## src/rtl/log_scheduler.sv

```systemverilog
// log_scheduler
//
// Sequencing controller between the SPI ADC controller and the I2C EEPROM
// controller of the data logger. A free-running divider produces the sample
// strobe. Each strobe launches one ADC conversion. Results are packed into
// 32-word (512-bit) pages held in a two-entry ping-pong page cache. Each full
// page is offered to the EEPROM writer through a req/ack handshake. Logging
// halts for good once the last EEPROM page has been acknowledged.
//
// Ports
//   CLK_50MHz   in   system clock, rising edge
//   RESET       in   synchronous, active-high reset
//   enable      in   logging enable (level)
//   adc_start   out  one-cycle conversion request
//   adc_done    in   one-cycle conversion-complete pulse
//   adc_data    in   conversion result, valid while adc_done is high
//   page_req    out  a full page is presented on page_data/page_addr
//   page_ack    in   one-cycle pulse, the EEPROM controller took the page
//   page_data   out  page contents, word i at bits [16i+15:16i]
//   page_addr   out  EEPROM page index of page_data
//   drop_count  out  saturating count of lost samples
//   mem_full    out  every EEPROM page has been written, logging halted

module log_scheduler #(
    parameter int SAMPLE_DIV = 50000,
    parameter int ADC_BITS   = 12,
    parameter int PAGES      = 512,
    localparam int ADDR_W    = (PAGES > 1) ? $clog2(PAGES) : 1
) (
    input  logic                CLK_50MHz,
    input  logic                RESET,
    input  logic                enable,
    output logic                adc_start,
    input  logic                adc_done,
    input  logic [ADC_BITS-1:0] adc_data,
    output logic                page_req,
    input  logic                page_ack,
    output logic [511:0]        page_data,
    output logic [ADDR_W-1:0]   page_addr,
    output logic [7:0]          drop_count,
    output logic                mem_full
);

    localparam int CNT_W = $clog2(SAMPLE_DIV);

    typedef enum logic { S_IDLE, S_CONV } samp_state_t;
    typedef enum logic { W_IDLE, W_REQ  } wr_state_t;

    // Zero-extend an ADC result to a 16-bit page word.
    function automatic logic [15:0] word_ext(input logic [ADC_BITS-1:0] d);
        logic [15:0] w;
        w = '0;
        w[ADC_BITS-1:0] = d;
        return w;
    endfunction

    // Saturating add of up to two lost samples per cycle.
    function automatic logic [7:0] drop_sat_add(input logic [7:0] cnt,
                                                input logic [1:0] inc);
        logic [8:0] sum;
        sum = {1'b0, cnt} + {7'd0, inc};
        return (sum > 9'd255) ? 8'hFF : sum[7:0];
    endfunction

    // ------------------------------------------------------------------
    // Sample strobe divider
    // ------------------------------------------------------------------
    logic [CNT_W-1:0] strobe_cnt;
    logic             run_en;
    logic             strobe;

    assign run_en = enable && !mem_full;
    assign strobe = run_en && (strobe_cnt == CNT_W'(SAMPLE_DIV - 1));

    always_ff @(posedge CLK_50MHz) begin
        if (RESET || !run_en || strobe) begin
            strobe_cnt <= '0;
        end else begin
            strobe_cnt <= strobe_cnt + 1'b1;
        end
    end

    // ------------------------------------------------------------------
    // Sample FSM
    // ------------------------------------------------------------------
    samp_state_t s_state, s_next;
    logic        adc_start_next;
    logic        accept;       // conversion result arrives for us
    logic        strobe_lost;  // strobe while a conversion is in flight

    always_comb begin
        s_next         = s_state;
        adc_start_next = 1'b0;
        accept         = 1'b0;
        strobe_lost    = 1'b0;
        case (s_state)
            S_IDLE: begin
                if (strobe) begin
                    adc_start_next = 1'b1;
                    s_next         = S_CONV;
                end
            end
            S_CONV: begin
                // Enable may drop here; the in-flight result is still taken.
                strobe_lost = strobe;
                if (adc_done) begin
                    accept = 1'b1;
                    s_next = S_IDLE;
                end
            end
            default: s_next = S_IDLE;
        endcase
    end

    always_ff @(posedge CLK_50MHz) begin
        if (RESET) begin
            s_state   <= S_IDLE;
            adc_start <= 1'b0;
        end else begin
            s_state   <= s_next;
            adc_start <= adc_start_next;
        end
    end

    // ------------------------------------------------------------------
    // Ping-pong page cache
    // ------------------------------------------------------------------
    logic [511:0] page_buf [2];
    logic [1:0]   buf_full;
    logic         fill_ptr;
    logic         rd_ptr;
    logic [4:0]   widx;
    logic         store;
    logic         discard;
    logic         last_word;
    logic         ack_take;

    // The fill pointer only ever lands on a full buffer when both are full.
    assign discard   = accept && buf_full[fill_ptr];
    assign store     = accept && !buf_full[fill_ptr];
    assign last_word = store && (widx == 5'd31);

    // Buffer contents carry no reset; page_data is gated while idle.
    always_ff @(posedge CLK_50MHz) begin
        if (store) begin
            page_buf[fill_ptr][{widx, 4'b0000} +: 16] <= word_ext(adc_data);
        end
    end

    always_ff @(posedge CLK_50MHz) begin
        if (RESET) begin
            buf_full <= 2'b00;
            fill_ptr <= 1'b0;
            rd_ptr   <= 1'b0;
            widx     <= '0;
        end else begin
            if (store) begin
                widx <= widx + 1'b1;
            end
            if (last_word) begin
                buf_full[fill_ptr] <= 1'b1;
                fill_ptr           <= ~fill_ptr;
            end
            // A completing write and an ack always target different buffers.
            if (ack_take) begin
                buf_full[rd_ptr] <= 1'b0;
                rd_ptr           <= ~rd_ptr;
            end
        end
    end

    // ------------------------------------------------------------------
    // Writer FSM
    // ------------------------------------------------------------------
    wr_state_t w_state, w_next;
    logic      page_pending;

    // Buffers complete in the same order they are read, so rd_ptr is always
    // the oldest. A word-31 write into it this cycle counts as full already,
    // so the request rises on the following cycle.
    assign page_pending = buf_full[rd_ptr] || (last_word && (fill_ptr == rd_ptr));
    assign ack_take     = (w_state == W_REQ) && page_ack;

    always_comb begin
        w_next = w_state;
        case (w_state)
            W_IDLE: begin
                if (page_pending && !mem_full) begin
                    w_next = W_REQ;
                end
            end
            W_REQ: begin
                // Returning through W_IDLE guarantees a low cycle on page_req.
                if (page_ack) begin
                    w_next = W_IDLE;
                end
            end
            default: w_next = W_IDLE;
        endcase
    end

    always_ff @(posedge CLK_50MHz) begin
        if (RESET) begin
            w_state <= W_IDLE;
        end else begin
            w_state <= w_next;
        end
    end

    assign page_req  = (w_state == W_REQ);
    assign page_data = page_req ? page_buf[rd_ptr] : '0;

    // ------------------------------------------------------------------
    // Page address, end of memory, drop counter
    // ------------------------------------------------------------------
    always_ff @(posedge CLK_50MHz) begin
        if (RESET) begin
            page_addr  <= '0;
            mem_full   <= 1'b0;
            drop_count <= '0;
        end else begin
            if (ack_take) begin
                // The address parks on the last page instead of wrapping.
                if (page_addr == ADDR_W'(PAGES - 1)) begin
                    mem_full <= 1'b1;
                end else begin
                    page_addr <= page_addr + 1'b1;
                end
            end
            drop_count <= drop_sat_add(drop_count,
                                       {1'b0, strobe_lost} + {1'b0, discard});
        end
    end

endmodule

```

## config.mk

```make
export PLATFORM = sky130hd
export DESIGN_NAME = log_scheduler
export DESIGN_NICKNAME = d
export VERILOG_FILES = /design/src/rtl/log_scheduler.sv
export SDC_FILE = /design/constraint.sdc
export NUM_CORES = 1
export LEC_CHECK = 0
export CAP_MARGIN = 20
export CORE_MARGIN = 2
export CORE_UTILIZATION = 49
export CTS_CLUSTER_DIAMETER = 100
export DETAILED_ROUTE_END_ITERATION = 6
export HOLD_SLACK_MARGIN = 0.06
export PLACE_DENSITY = 0.76
export SETUP_SLACK_MARGIN = 0.2
export SLEW_MARGIN = 5
export SYNTH_ARGS = -nofsm -noshare
export SYNTH_HDL_FRONTEND = slang
export SYNTH_SLANG_ARGS = --single-unit
```

## constraint.sdc

```tcl
create_clock -name CLK_50MHz -period 2.68 [get_ports CLK_50MHz]
set_input_delay 0.67 -clock CLK_50MHz [delete_from_list [all_inputs] [get_ports CLK_50MHz]]
set_output_delay 0.67 -clock CLK_50MHz [all_outputs]
set_load 0.01 [all_outputs]
```

Word level (Yosys, flattened, before mapping)
Memory sizes are Yosys's and may differ from the RTL's. A register that Yosys moved wholly into a read port is not among the register bits.
Index checks and enable logic that the tools add are counted.
- bits in writable memories: 1024
- bits of input ports: 17
- output and inout port bits: 532
- logic and storage cells: 82
- flip-flop bits (word level): 46
- memories kept: 1
- reductions and logical operators: 19
- equality and inequality tests: 4
- $add $sub $neg: 6
- shifts and indexed selects: 2
- mux-type cells: 26
- $lt $le $gt $ge: 5
- bitwise operators: 8
- memories (name ; depth ; bits a word ; read ports ; clocked after memory_dff ; wr ports ; line ; source):
    page_buf ; 2 ; 512 ; 1 ; 1 ; 1 ; 128 ; logic [511:0] page_buf [2];
- operators with widths (operator ; number):
    512-bit two-way mux ; 2
    16-bit by 11-bit variable shift with 512-bit output, first input constant ; 1
    16-bit by 11-bit indexed part select with 512-bit output ; 1
    16-bit by 1-bit adder with 16-bit output, second input constant ; 1
    16-bit == test, second input constant ; 1
    1-bit two-way mux ; 16
    9-bit negator with 11-bit output ; 1
    1-bit logical AND ; 10
    8-bit by 2-bit adder with 9-bit output ; 1
    9-bit by 1-bit adder with 9-bit output, second input constant ; 1
    9-bit == test, second input constant ; 1
    9-bit by 8-bit > comparator with 1-bit output, second input constant ; 1
    8-bit two-way mux ; 1
    2-bit two-way mux ; 3
    5-bit by 1-bit adder with 5-bit output, second input constant ; 1
    5-bit == test, second input constant ; 1
    1-bit inverter ; 5
    1-bit by 2-bit less-than comparator with 1-bit output, second input constant ; 2
    1-bit case mux with 2 select lines ; 2
    2-bit AND reduction ; 2
    1-bit logical NOT ; 3
    1-bit logical OR ; 3
    1-bit by 1-bit adder with 2-bit output ; 1
    2-bit bitwise AND ; 1
    6 further kinds ; 8

Logic depth before layout (Yosys ltp)
- depth after elaboration: 10
- gate-level depth with buffers: 10
- depth with buffers taken out: 10

Worst setup path after synthesis
Ideal clock, no wire load.
- path type: register to register
- start point: reg widx[0]
- end point: mem page_buf[0][192], enable pin
- buffers on the path: 3
- cell stages (with the launch flop): 9
- period minus slack after synthesis: 2940 ps
- setup time: 380 ps
- required time: 2300 ps
- arrival: 2560 ps
- path slack: -260 ps
- cells stage by stage: dfxtp_1 > buf_2 > inv_1 > ha_1 > buf_1 > o211ai_1 > nand3_1 > clkbuf_1 > nor2_1
- longest elaborated chain between the ends: 3
- RTL lines (item ; line ; source):
    start: declaration ; 132 ; logic [4:0] widx;
    start signal: assignment ; 158 ; widx <= widx + 1'b1;
    9-bit negator with 11-bit output ; 146 ; page_buf[fill_ptr][{widx, 4'b0000} +: 16] <= word_ext(adc_data);
    16-bit by 11-bit variable shift with 512-bit output ; 146 ;
    512-bit two-way mux (not written as such) ; 146 ;
    end: declaration ; 128 ;
Every way passes these cells.

==> impl_results.md <==
* P_int at 20.2 mW
* Synthesized area per cell at 13.4 um2
* # DRC at 0
* Max Cap Viol at 0
* Setup WS pre-CTS at -164 ps
* Setup crit end kind: output port
* IO Pins at 549
* Top-area cell type share of the netlist area at 0.642
* Clock share of power at 0.446
* Sequential power share at 0.544
* Fraction of registers with async set/reset at 0
* Final hold violation count at 0
* Compound-Gate Fraction of Synth Area at 0.00700
* Distinct cells, synth at 49
* Synthesized area at 0.0359 mm2
* Worst Tran Pin Value at 1180 ps
* Fraction of layout cells with a size suffix above 1 at 0.235
* Flop and latch count out of synthesis at 815
* P_sw at 4.97 mW
* Total iterations of the first detailed-routing run at 6
* Critical path peak fanout at 9
* Detailed placer's ending HPWL at 67.3 mm
* CTS tree: yes
* Synth area leader: edfxtp_1
* Normalized max-slew margin at 0.207
* Outcome: finished, violations left
* Full die area at 0.0755 mm2
* Hold-fix buffer count after cts at 0
* PortBufs at 420
* Peak supply drop at 0.000506 V
* Max Clock Skew at 20.3 ps
* Starting density of the core at 0.494
* Fin. max-slew vios at 0
* FF-to-FF Start: widx[1]
* Row cnt at 99
* Number of global-route vias before repair at 23,061
* Hold WC Path Type: reg -> reg
* Non-Filler Instances at 4,316
* Final #Nets at 3,321
* Clk_lat worst skew at 640 ps
* RSZ-0062 raised after global routing: yes
* GRT overflow at 0
* Root buf cell: clkbuf_16
* FF+latch area at 0.0240 mm2
* Pleak at 17.9 nW
* Commonest non-fill, non-tap cells in the layout: 768 x edfxtp_1, 349 x nor2b_1, 258 x nor2_1
* X dimension of the die at 275 um
* Die Y at 275 um
* Synth Flop Type: edfxtp_1
* Clk slew on worst S/H paths at 60 ps
* Final wirelength at 107 mm
* Crit path kind: reg -> out
* Multi-input logic area at 0.0125 mm2
* Xor/xnor share of the synthesized area at 0.00780
* Num CTS Buffers at 84
* Simple-Gate Fraction of Synth Area at 0.153
* Combinational power share at 0.009
* Fmax at 0.315 GHz
* Synth Area in Adders at 0.00404
* Core Util, Final at 0.662
* Final Critical Period at 3170 ps
* First-pass GRT wire length at 141 mm
* Largest net degree at the start of global routing at 81
* Post-DP Area at 0.0424 mm2
* Pwr Density at 524 mW/mm2
* Hold wc startpoint: strobe_cnt[0]
* Leading cell type in the layout, fill and taps excluded: edfxtp_1
* H-tree depth at 3
* Routed len/inst at 24.7 um
* Vias per cell at 5.56
* Final-layout fill cell count at 4,895
* WP data arrival at 2500 ps
* Cells after DPL at 4,038
* Synth-to-layout area growth at 33.9%
* Core area at 0.0727 mm2
* Critical Path RT at 2010 ps
* CP Launch Type: flop
* Dominant cells by area after synthesis: edfxtp_1 64%, mux2i_1 11%, nor2b_1 6.8%, nor2_1 3.2%, buf_4 2.8%
* Final instance area at 0.0481 mm2
* Post-synth EDFFs at 768
* Period utilization at 1.18
* Final worst slack at -493 ps
* 1st-iter DRT viols at 2,267
* Switching Share at 0.197
* DRT antenna net count at 0
* Failing checks: setup timing
* DR vias at 23,995
* Seq/Total Area, Yosys at 0.668
* Clk buf depth at 3
* Yosys warnings at 0
* Initial antenna violation count at 7
* Largest family of logic cells by synthesized area: simple AND/OR/NAND/NOR gates
* Total track usage at 0.255
* Mapped Cells at 2,686
* Mux cell area share after synthesis at 0.109
* TritonCTS Sinks at 815
* RePlAce Congestion at 0.867
* Setup Viol. Count Final at 367
-- layout make-up --
cell class,count,area share
flip-flops and latches,815,0.499
multi-input cells,1674,0.260
repair buffers,706,0.161
clock buffers,112,0.0474
well taps,959,0.0249
clock inverters,37,0.00676
inverters,12,0.000936
diodes,1,0.0000520
-- final timing paths --
check | end | slack (ps) | cells after the start
max | page_data[274] | -490 | 6
min | strobe_cnt[0] | 490 | 1
max reg2reg | page_buf[0][145] | -40 | 7
min reg2reg | strobe_cnt[0] | 490 | 1
-- power by group through the flow --
stage	clock (mW)	combinational (mW)	sequential [mW]
2_1_floorplan	0	0.253	14.0
3_3_place_gp	0	0.225	14.0
3_5_place_dp	0	0.227	14.0
4_1_cts	11.2	0.227	13.7
5_1_grt	11.8	0.247	13.7
6_report	11.2	0.236	13.7
-- critical path: stages (launching register included) --
cell	delay [ps]
dfxtp_4	400
buf_16	160
clkbuf_16	210
buf_16	170
mux2i_2	350
nor2b_1	80
clkdlybuf4s50_1	480
-- through the flow --
step | TNS, ps | total power [mW] | hold slack, ps
after detailed placement | -41900 | 14.2 | 474
after global placement | -12580 | 14.2 | 439
final | -68230 | 25.2 | 486
after CTS | -144460 | 25.2 | 487
after global routing | -117150 | 25.8 | 499
after floorplan | 0 | 14.2 | 430
-- sequential cells by signal (all words and copies together), names as in the netlist, 2 cells and up, named ones only --
| signal | count |
|---|---|
| page_addr | 9 |
| widx | 5 |
| buf_full | 2 |
| strobe_cnt | 16 |
| page_buf | 768 |
| drop_count | 8 |
-- cell usage after synthesis, drive strengths merged (2+ instances only) --
master and instances:
edfxtp 768, mux2i 389, nor2b 388, nor2 310, buf 220, nor3 150
nand2 99, clkbuf 92, dfxtp 47, and2 34, and3 33, nand3 26
xnor2 23, a21oi 17, inv 12, ha 10, o21ai 10, xor2 9
nor4 7, nand2b 5, a31oi 4, nand4 4, or3 4, a211oi 2
a311oi 2, a32o 2, and3b 2, nand3b 2, nor3b 2, nor4bb 2
o21bai 2
-- per-layer routing --
layer | wire length, um | part of all wire | track usage
met1 | 39400 | 0.37 | 0.321
met2 | 53500 | 0.50 | 0.433
met3 | 9330 | 0.087 | 0.0484
met4 | 4310 | 0.040 | 0.111
met5 | 33 | 0.00031 | 0
-- cells by family after synthesis --
group	count (synthesis)
AND/OR/NAND/NOR	1071
AO/OA/AOI/OAI	42
flip-flops	815
multiplexers	390
adder cells (fa/ha/maj)	11
other	1
XOR/XNOR	32
buffers and inverters	324
-- what timing repair did --
action                     CTS  global route
cloned                       8            17
setup endpoints to repair  778          1323
resized for setup          186           614
setup buffers               14            90
Note: power is estimated with default switching activity, not from simulation.
